### src/rtl/mem_req_sequencer.sv
`default_nettype none
// ============================================================================
// Module      : mem_req_sequencer
// Description : Round-robin arbiter and command sequencer between NCH request
//               channels and an Avalon-style memory port. Tracks up to MAX_OUT
//               in-flight reads in a tag FIFO, routes in-order read data back
//               to the owning channel, and raises a watchdog on a stalled port.
// Revision    : 1.0 - initial release
// ============================================================================
module mem_req_sequencer #(
  parameter int ADDR_W  = 16,
  parameter int DATA_W  = 16,
  parameter int NCH     = 2,
  parameter int MAX_OUT = 4,
  parameter int TIMEOUT = 255
) (
  input  logic                    clk,
  input  logic                    rst,
  input  logic [NCH-1:0]          i_req,
  input  logic [NCH-1:0]          i_wr,
  input  logic [NCH*ADDR_W-1:0]   i_addr,
  input  logic [NCH*DATA_W-1:0]   i_wrdata,
  output logic [NCH-1:0]          o_grant,
  output logic [NCH-1:0]          o_rdvalid,
  output logic [DATA_W-1:0]       o_rddata,
  output logic [ADDR_W-1:0]       o_mem_addr,
  output logic                    o_mem_rd,
  output logic                    o_mem_wr,
  output logic [DATA_W-1:0]       o_mem_wrdata,
  input  logic                    i_mem_wait,
  input  logic [DATA_W-1:0]       i_mem_rddata,
  input  logic                    i_mem_rddatavalid,
  input  logic                    i_err_clr,
  output logic                    o_timeout,
  output logic                    o_proto_err
);

  localparam int c_CH_W  = (NCH > 1) ? $clog2(NCH) : 1;
  localparam int c_OUT_W = $clog2(MAX_OUT + 1);
  localparam int c_PTR_W = (MAX_OUT > 1) ? $clog2(MAX_OUT) : 1;
  localparam int c_WD_W  = (TIMEOUT > 0) ? $clog2(TIMEOUT + 1) : 1;

  typedef enum logic [1:0] {
    S_IDLE  = 2'd0,
    S_ISSUE = 2'd1,
    S_ERR   = 2'd2
  } state_t;

  state_t              r_state, w_state_nxt;
  logic [c_CH_W-1:0]   r_rr_ptr, r_ch, w_sel, w_head;
  logic                r_wr;
  logic [ADDR_W-1:0]   r_addr;
  logic [DATA_W-1:0]   r_wrdata, r_rddata;
  logic [c_CH_W-1:0]   r_tag [MAX_OUT];
  logic [c_PTR_W-1:0]  r_wptr, r_rptr;
  logic [c_OUT_W-1:0]  r_outst;
  logic [c_WD_W-1:0]   r_wdog;
  logic                r_timeout, r_proto;
  logic [NCH-1:0]      r_rdvalid, w_elig, w_grant;
  logic                w_any, w_grant_en, w_accept, w_live, w_push, w_pop, w_spur;
  logic                w_wd_run, w_wd_clr, w_wd_hit;

  // A write never needs a tag slot, so only reads are held back by a full FIFO
  always_comb begin
    for (int c = 0; c < NCH; c++) begin
      w_elig[c] = i_req[c] && (i_wr[c] || (r_outst < c_OUT_W'(MAX_OUT)));
    end
  end

  // Round-robin pick: scan from farthest to nearest so the channel right after rr_ptr wins
  always_comb begin
    w_sel = '0;
    w_any = 1'b0;
    for (int k = NCH; k >= 1; k--) begin
      if (w_elig[c_CH_W'((int'(r_rr_ptr) + k) % NCH)]) begin
        w_sel = c_CH_W'((int'(r_rr_ptr) + k) % NCH);
        w_any = 1'b1;
      end
    end
  end

  assign w_head   = r_tag[r_rptr];
  assign w_accept = (r_state == S_ISSUE) && !i_mem_wait;
  assign w_live   = (r_state != S_ERR);
  assign w_push   = w_accept && !r_wr;
  assign w_pop    = w_live && i_mem_rddatavalid && (r_outst != '0);
  assign w_spur   = w_live && i_mem_rddatavalid && (r_outst == '0);
  assign w_wd_run = (r_state == S_ISSUE) || (r_outst != '0);
  assign w_wd_clr = w_accept || i_mem_rddatavalid || ((r_state == S_IDLE) && (r_outst == '0));
  assign w_wd_hit = (TIMEOUT != 0) && w_live && w_wd_run && !w_wd_clr &&
                    (r_wdog == c_WD_W'(TIMEOUT - 1));

  // Next-state and grant decode; a watchdog hit overrides any other move
  always_comb begin
    w_state_nxt = r_state;
    w_grant_en  = 1'b0;
    unique case (r_state)
      S_IDLE: begin
        if (w_wd_hit) begin
          w_state_nxt = S_ERR;
        end else if (w_any) begin
          w_grant_en  = 1'b1;
          w_state_nxt = S_ISSUE;
        end
      end
      S_ISSUE: begin
        if (w_wd_hit)      w_state_nxt = S_ERR;
        else if (w_accept) w_state_nxt = S_IDLE;
      end
      S_ERR: begin
        if (i_err_clr) w_state_nxt = S_IDLE;
      end
      default: w_state_nxt = S_IDLE;
    endcase
  end

  // One-hot grant for the selected channel; forced low while reset is held
  always_comb begin
    for (int c = 0; c < NCH; c++) begin
      w_grant[c] = w_grant_en && (w_sel == c_CH_W'(c));
    end
  end

  assign o_grant      = rst ? '0 : w_grant;
  assign o_mem_rd     = (r_state == S_ISSUE) && !r_wr;
  assign o_mem_wr     = (r_state == S_ISSUE) && r_wr;
  assign o_mem_addr   = r_addr;
  assign o_mem_wrdata = r_wrdata;
  assign o_rdvalid    = r_rdvalid;
  assign o_rddata     = r_rddata;
  assign o_timeout    = r_timeout;
  assign o_proto_err  = r_proto;

  // State register
  always_ff @(posedge clk or posedge rst) begin
    if (rst) r_state <= S_IDLE;
    else     r_state <= w_state_nxt;
  end

  // Latch the granted command so the channel may drop its request immediately
  always_ff @(posedge clk or posedge rst) begin
    if (rst) begin
      r_rr_ptr <= c_CH_W'(NCH - 1);
      r_ch     <= '0;
      r_wr     <= 1'b0;
      r_addr   <= '0;
      r_wrdata <= '0;
    end else if (w_grant_en) begin
      r_rr_ptr <= w_sel;
      r_ch     <= w_sel;
      r_wr     <= i_wr[w_sel];
      r_addr   <= i_addr[int'(w_sel)*ADDR_W +: ADDR_W];
      r_wrdata <= i_wrdata[int'(w_sel)*DATA_W +: DATA_W];
    end
  end

  // Tag FIFO of read owners; the outstanding count doubles as FIFO occupancy
  always_ff @(posedge clk or posedge rst) begin
    if (rst) begin
      r_wptr  <= '0;
      r_rptr  <= '0;
      r_outst <= '0;
      for (int i = 0; i < MAX_OUT; i++) r_tag[i] <= '0;
    end else if (r_state == S_ERR) begin
      r_wptr  <= '0;
      r_rptr  <= '0;
      r_outst <= '0;
    end else begin
      if (w_push) begin
        r_tag[r_wptr] <= r_ch;
        r_wptr <= (r_wptr == c_PTR_W'(MAX_OUT - 1)) ? '0 : r_wptr + c_PTR_W'(1);
      end
      if (w_pop) begin
        r_rptr <= (r_rptr == c_PTR_W'(MAX_OUT - 1)) ? '0 : r_rptr + c_PTR_W'(1);
      end
      if (w_push && !w_pop)      r_outst <= r_outst + c_OUT_W'(1);
      else if (!w_push && w_pop) r_outst <= r_outst - c_OUT_W'(1);
    end
  end

  // Watchdog counter and sticky error flags
  always_ff @(posedge clk or posedge rst) begin
    if (rst) begin
      r_wdog    <= '0;
      r_timeout <= 1'b0;
      r_proto   <= 1'b0;
    end else begin
      if (r_state == S_ERR) begin
        if (i_err_clr) r_wdog <= '0;
      end else if (w_wd_clr || !w_wd_run) begin
        r_wdog <= '0;
      end else if ((TIMEOUT != 0) && !w_wd_hit) begin
        r_wdog <= r_wdog + c_WD_W'(1);
      end
      if (w_wd_hit)                           r_timeout <= 1'b1;
      else if ((r_state == S_ERR) && i_err_clr) r_timeout <= 1'b0;
      if (i_err_clr)   r_proto <= 1'b0;
      else if (w_spur) r_proto <= 1'b1;
    end
  end

  // Registered read return routed to the FIFO-head owner
  always_ff @(posedge clk or posedge rst) begin
    if (rst) begin
      r_rdvalid <= '0;
      r_rddata  <= '0;
    end else begin
      for (int c = 0; c < NCH; c++) begin
        r_rdvalid[c] <= w_pop && (w_head == c_CH_W'(c));
      end
      if (w_pop) r_rddata <= i_mem_rddata;
    end
  end

endmodule
`default_nettype wire

### config.mk
export PLATFORM = sky130hd
export DESIGN_NAME = mem_req_sequencer
export DESIGN_NICKNAME = d
export VERILOG_FILES = /design/src/rtl/mem_req_sequencer.sv
export SDC_FILE = /design/constraint.sdc
export NUM_CORES = 1
export LEC_CHECK = 0
export ABC_AREA = 0
export CORE_UTILIZATION = 48
export CTS_BUF_LIST = sky130_fd_sc_hd__clkbuf_4
export DETAILED_ROUTE_END_ITERATION = 16
export PLACE_DENSITY = 0.95
export SKIP_LAST_GASP = 1
export SLEW_MARGIN = 5
export SYNTH_ARGS = -nofsm -noshare
export SYNTH_HDL_FRONTEND = slang
export SYNTH_SLANG_ARGS = --single-unit
### constraint.sdc
create_clock -name clk -period 5.1 [get_ports clk]
set_input_delay 1.02 -clock clk [delete_from_list [all_inputs] [get_ports clk]]
set_output_delay 1.02 -clock clk [all_outputs]
set_load 0.02 [all_outputs]
==> impl_metrics.py, run 1 <==
metrics = {
    "power": {
        "ir_drop_mv": 0.265,
        "p_comb_share_pct": 50.1,
        "switchingPower_mw": 1.04,
        "p_sw_share_pct": 38.4,
        "sequentialPowerShare_pct": 36.8,
        "power_density_nw_per_um2": 521,
        "cellInternalPower_mw": 1.67,
        "power_frac_clock_pct": 13.0,
        "p_leak_nw": 2.28,
        "power_mw": 2.72,
    },
    "worst_hold_path": {
        "hold_start": "r_wdog[6]",
        "hp-class": "reg -> reg",
        "holdPathStages": 1,
        "min_to": "r_wdog[6]",
    },
    "floorplan": {
        "rows": 31,
        "ios": 145,
        "dieArea_um2": 7790,
        "start_util_pct": 49.5,
        "core_um2": 7210,
        "die_w_um": 88.3,
        "dieHeight_um": 88.3,
    },
    "placed_design": {
        "placed_cell_area_um2": 5080,
        "routabilityCongestion": 0.791,
        "place.detailed.instances": 553,
        "hpwl_mm": 6.42,
        "io_buffer_count": 143,
        "dpl_worst_slack_ns": 0.929,
    },
    "logic_synthesis": {
        "seq_area_frac_synth_pct": 53.3,
        "synthesis.nets": 420,
        "synthSimpleGateAreaFrac_pct": 12.2,
        "synth-edff-count": 0,
        "async_flop_share_pct": 100,
        "ys_types": 41,
        "syn_area_um2": 3570,
        "synth_top_family_by_area": "multiplexers",
        "ys_warn_count": 0,
        "ys_seq_elements": 76,
        "synthFlopType": "dfrtp_1",
        "yosys.area_share.xor_xnor_pct": 0.736,
        "synthAdderAreaFrac_pct": 3.36,
        "synthMuxAreaShare_pct": 16.5,
        "syn_inst": 322,
        "synth_compound_area_share_pct": 10.8,
        "avgSynthCellArea_um2": 11.1,
    },
    "clock_network": {
        "path_clk_slew_ns": 0.11,
        "cts_buffers": 9,
        "insertion_delay_ns": 0.40,
        "cts.htree.levels": 3,
        "cts_root_buf": "clkbuf_4",
        "clockBufferDepth": 2,
        "post_cts_buffers": 0,
        "cts_resized": 0,
        "hold_buffers": 0,
        "cts_tree": "done",
        "cts.sinks": 76,
    },
    "final_layout": {
        "instances_no_fill": 569,
        "multi_input_area_um2": 1560,
        "nFillCells": 531,
        "seq_area_um2": 1900,
        "fin_util_pct": 72.3,
        "nets": 563,
        "diodes": 0,
        "area_growth_pct": 46.0,
        "fin_area_um2": 5220,
        "layout-drive-gt1-share_pct": 10.4,
    },
    "grt": {
        "overflow": 0,
        "grt_pass1_wl_mm": 12.9,
        "grt_max_degree": 70,
        "grt_antenna_before_repair": 0,
        "grt_pass1_vias": 2860,
        "grt_use_total_pct": 21.7,
    },
    "worst_setup_path": {
        "path_class": "in -> out",
        "r2r-start": "r_state[0]",
        "cp_max_fo": 3,
        "r2r-end": "r_outst[2]",
        "worstPathArrival_ns": 3.16,
        "rrSetupSlack_ns": 2.54,
        "critical_path_required_ns": 4.08,
        "cp-start-kind": "input pin",
        "rr_worst_depth": 8,
        "worst_setup_path_end_kind": "output port",
    },
    "sta": {
        "setup_viol": 0,
        "tns_ns": 0,
        "timing.final.ws_setup_ns": 0.918,
        "worst_pin_slew_ns": 1.06,
        "slew_violations": 0,
        "max_freq_ghz": 0.239,
        "finalCriticalPeriod_ns": 4.18,
        "whs_ns": 0.482,
        "rsz0062_at_grt": "no",
        "post-route-period-util_pct": 82.0,
        "finalClockSkew_ns": 0.0150,
        "maxSlewHeadroom_pct": 29.2,
        "final_hold_viol_count": 0,
    },
    "route": {
        "firstDrtPassIters": 7,
        "routedWlPerCell_um": 14.7,
        "drtAntennaViolNets": 0,
        "drtIter0Drc": 123,
        "drt-total-wl_mm": 8.37,
        "vias_per_cell": 5.08,
        "num_vias": 2892,
        "drc": 0,
    },
    "run": {
        "drv_cap": 0,
    },
    "outcome": {
        "status": "finished, final reports clean",
    },
}
sequential cells by signal (all words and copies together), names as in the netlist:
register / count
o_mem_addr: 16
o_mem_wrdata: 16
o_proto_err: 1
o_rddata: 16
o_rdvalid: 2
o_timeout: 1
r_ch: 1
r_outst: 3
r_rptr: 2
r_rr_ptr: 1
r_state: 2
r_tag: 4
r_wdog: 8
r_wptr: 2
r_wr: 1
cell type report:
cell class / count / area share, %
clock buffer: 11 / 1.58
tap: 99 / 2.38
clock inverter: 5 / 1.01
timing repair buffer: 147 / 28.0
inverter: 9 / 0.648
multi-input combinational: 222 / 29.9
sequential: 76 / 36.5
layer usage:
layer | up-vias | GRT usage, % | share of wire [%]
li1 | 1409 | - | -
met1 | 1371 | 23.0 | 37
met2 | 96 | 41.0 | 55
met3 | 16 | 4.85 | 6.1
met4 | 0 | 9.24 | 2.0
met5 | - | 0 | 0
worst max path at each step:
| stage | startpoint | slack, ns | to |
|---|---|---|---|
| CTS | i_wr[0] | 0.89 | o_grant[0] |
| global route | i_wr[0] | 0.84 | o_grant[0] |
| floorplan | i_wr[0] | 1.69 | o_grant[1] |
| global placement | i_wr[0] | 0.98 | o_grant[1] |
| finish | i_wr[0] | 0.92 | o_grant[0] |
| detailed placement | i_wr[0] | 0.93 | o_grant[0] |
Yosys cell counts, types with 3 or more instances:
cell type / instances / area, um2
inv_1: 9 / 33.8
mux2i_1: 34 / 340
nand3_1: 6 / 30.0
o21ai_1: 33 / 165
nor3_1: 3 / 15.0
ha_1: 8 / 100
dfrtp_1: 75 / 1880
o21ai_0: 11 / 55.1
nand2_1: 48 / 180
nor2_1: 11 / 41.3
a21oi_1: 3 / 15.0
mux2_2: 20 / 225
nand2b_1: 4 / 25.0
nor2b_1: 7 / 43.8
o31ai_1: 8 / 60.1
buf_2: 10 / 50.1
clkbuf_1: 3 / 11.3
cells in the final DEF (no fill, tap or decap), types with 2 or more instances in the layout:
cell type	instances
o31a_1	2
nor2_1	11
mux2_2	20
nand2_1	48
xnor2_1	2
clkbuf_4	11
nand3_1	6
clkdlybuf4s50_1	143
mux2i_1	34
buf_4	4
dfrtp_1	75
o21ai_1	33
nor2b_1	7
nor3_1	3
o31ai_1	8
clkinv_2	2
ha_1	8
o21ai_0	11
or3_1	2
nand2b_1	4
inv_1	8
or2_2	2
a21oi_1	3
critical path, stage by stage:
cell,delay (ns)
clkdlybuf4s50_1,0.48
nor2b_1,0.05
nor4b_1,0.53
o31ai_4,0.20
nor3b_2,0.23
clkdlybuf4s50_1,0.63
cell families after synthesis:
| family | Yosys count |
|---|---|
| compound gates | 64 |
| mux | 55 |
| simple gates | 91 |
| xor+xnor | 3 |
| fa+ha+maj | 9 |
| flops | 76 |
| buf+inv | 24 |
power groups by stage:
stage | logic, mW | registers [mW] | clock network [mW]
after floorplan | 0.573 | 1.21 | 0
after global placement | 1.32 | 0.994 | 0
after detailed placement | 1.37 | 1.02 | 0
after CTS | 1.38 | 1.00 | 0.366
after global routing | 1.47 | 1.03 | 0.391
final | 1.36 | 1.00 | 0.355
Note: power is estimated with default switching activity, not from simulation.
==> inputs of run 2 (changes only) <==
--- a/config.mk
+++ b/config.mk
@@ -6,10 +6,10 @@
 export NUM_CORES = 1
 export LEC_CHECK = 0
 export ABC_AREA = 0
-export CORE_UTILIZATION = 48
+export CORE_UTILIZATION = 45
 export CTS_BUF_LIST = sky130_fd_sc_hd__clkbuf_4
 export DETAILED_ROUTE_END_ITERATION = 16
-export PLACE_DENSITY = 0.95
+export PLACE_DENSITY = 0.92
 export SKIP_LAST_GASP = 1
 export SLEW_MARGIN = 5
 export SYNTH_ARGS = -nofsm -noshare
==> constraint.sdc (replaced) <==
create_clock -name clk -period 4.1 [get_ports clk]
set_input_delay 0.82 -clock clk [delete_from_list [all_inputs] [get_ports clk]]
set_output_delay 0.82 -clock clk [all_outputs]
set_load 0.02 [all_outputs]
==> impl_metrics.py, run 2 (synthesis gave the netlist of run 1 again) <==
metrics = {
    "sta": {
        "post-route-period-util_pct": 88.9,
        "worst_pin_slew_ns": 0.762,
        "maxSlewHeadroom_pct": 49.2,
        "rsz0062_at_grt": "no",
        "slew_violations": 0,
        "finalClockSkew_ns": 0.0181,
        "final_hold_viol_count": 0,
        "max_freq_ghz": 0.274,
        "finalCriticalPeriod_ns": 3.65,
        "tns_ns": 0,
        "setup_viol": 0,
    },
    "grt": {
        "grt_pass1_wl_mm": 13.6,
        "overflow": 0,
        "grt_use_total_pct": 20.6,
        "grt_antenna_before_repair": 0,
        "grt_max_degree": 62,
        "grt_pass1_vias": 2993,
    },
    "route": {
        "num_vias": 2920,
        "drtIter0Drc": 96,
        "drc": 0,
        "routedWlPerCell_um": 14.2,
        "drtAntennaViolNets": 0,
        "firstDrtPassIters": 4,
        "drt-total-wl_mm": 8.20,
        "vias_per_cell": 5.07,
    },
    "worst_setup_path": {
        "rrSetupSlack_ns": 1.55,
        "r2r-end": "r_outst[2]",
        "path_class": "in -> out",
        "cp-start-kind": "input pin",
        "cp_max_fo": 4,
        "critical_path_required_ns": 3.28,
        "worstPathArrival_ns": 2.83,
        "worst_setup_path_end_kind": "output port",
        "r2r-start": "r_state[0]",
        "rr_worst_depth": 8,
    },
    "final_layout": {
        "diodes": 0,
        "fin_util_pct": 69.0,
        "nFillCells": 568,
        "area_growth_pct": 48.5,
        "mostFrequentLayoutCells": "clkdlybuf4s50_1 (143), dfrtp_1 (75), nand2_1 (48)",
        "layout-drive-gt1-share_pct": 11.4,
        "layout_commonest_cell": "clkdlybuf4s50_1",
        "nets": 567,
    },
    "floorplan": {
        "rows": 32,
        "dieHeight_um": 91.1,
        "die_w_um": 91.1,
        "ios": 145,
        "dieArea_um2": 8300,
        "start_util_pct": 46.5,
        "core_um2": 7690,
    },
    "power": {
        "switchingPower_mw": 1.29,
        "ir_drop_mv": 0.337,
        "sequentialPowerShare_pct": 35.8,
        "p_comb_share_pct": 47.8,
        "p_leak_nw": 2.32,
        "cellInternalPower_mw": 2.22,
        "p_sw_share_pct": 36.7,
        "power_density_nw_per_um2": 663,
        "power_frac_clock_pct": 16.4,
    },
    "outcome": {
        "status": "finished, final reports clean",
    },
    "clock_network": {
        "cts_buffers": 9,
        "cts_tree": "done",
        "cts.sinks": 76,
        "hold_buffers": 0,
        "post_cts_buffers": 0,
        "path_clk_slew_ns": 0.12,
        "cts_resized": 0,
        "cts.htree.levels": 3,
        "cts_root_buf": "clkbuf_4",
        "clockBufferDepth": 2,
        "insertion_delay_ns": 0.40,
    },
    "run": {
        "drv_cap": 0,
    },
    "worst_hold_path": {
        "min_to": "o_mem_addr[3]",
        "hold_start": "o_mem_addr[3]",
        "hp-class": "reg -> reg",
        "holdPathStages": 2,
    },
    "placed_design": {
        "routabilityCongestion": 0.788,
        "io_buffer_count": 143,
        "hpwl_mm": 6.31,
    },
}
-- run 2: power by group through the flow --
stage          logic [mW]  registers (mW)  clock network, mW
3_3_place_gp         1.64            1.25                  0
6_report             1.68            1.26              0.575
2_1_floorplan       0.713            1.51                  0
3_5_place_dp         1.70            1.27                  0
5_1_grt              1.82            1.30              0.616
4_1_cts              1.70            1.26              0.587
-- run 2: layer usage --
layer / GRT usage, % / vias up / wire length, um
li1: - / 1421 / -
met1: 23.4 / 1397 / 3300
met2: 38.5 / 94 / 4390
met3: 4.19 / 8 / 439
met4: 6.35 / 0 / 65
met5: 0 / - / 0
-- run 2: worst max-delay path by stage --
stage | start | endpoint | slack (ns)
after floorplan | i_wr[0] | o_grant[1] | 1.09
after global placement | i_mem_wait | o_grant[0] | 0.53
after detailed placement | i_mem_wait | o_grant[0] | 0.45
after CTS | i_mem_wait | o_grant[0] | 0.44
after global routing | i_mem_wait | o_grant[1] | 0.34
final | i_mem_wait | o_grant[0] | 0.45
-- run 2: worst max-delay path: stages --
cell,delay [ns]
clkdlybuf4s50_1,0.46
and3b_1,0.22
a21oi_1,0.38
o31ai_4,0.13
nor3b_2,0.17
clkdlybuf4s50_1,0.64
-- run 2: per-stage QoR --
stage          worst slack, ns  instance area (um2)  instances  hold WS, ns  power, mW
5_1_grt                  0.335                 5300        576        0.520       3.74
3_3_place_gp             0.535                 5110        560        0.459       2.89
2_1_floorplan             1.09                 3570        322        0.438       2.22
6_report                 0.455                 5300        576        0.495       3.51
4_1_cts                  0.444                 5300        576        0.494       3.55
3_5_place_dp             0.449                 5110        560        0.474       2.98
-- run 2: cell type report --
class / count / area, um2 / share of cell area (%)
Timing Repair Buffer: 151 / 1490 / 28.1
Sequential cell: 76 / 1900 / 35.9
Clock inverter: 4 / 97.6 / 1.84
Clock buffer: 12 / 90.1 / 1.70
Multi-Input combinational cell: 222 / 1560 / 29.4
Tap cell: 102 / 128 / 2.41
Inverter: 9 / 33.8 / 0.637
==> inputs of run 3 (changes only) <==
--- a/config.mk
+++ b/config.mk
@@ -11,7 +11,7 @@
 export DETAILED_ROUTE_END_ITERATION = 16
 export PLACE_DENSITY = 0.92
 export SKIP_LAST_GASP = 1
-export SLEW_MARGIN = 5
+export SLEW_MARGIN = 20
 export SYNTH_ARGS = -nofsm -noshare
 export SYNTH_HDL_FRONTEND = slang
 export SYNTH_SLANG_ARGS = --single-unit
==> results of run 3 <==
The final DEF is identical to that of run 2; final timing and power are the same.
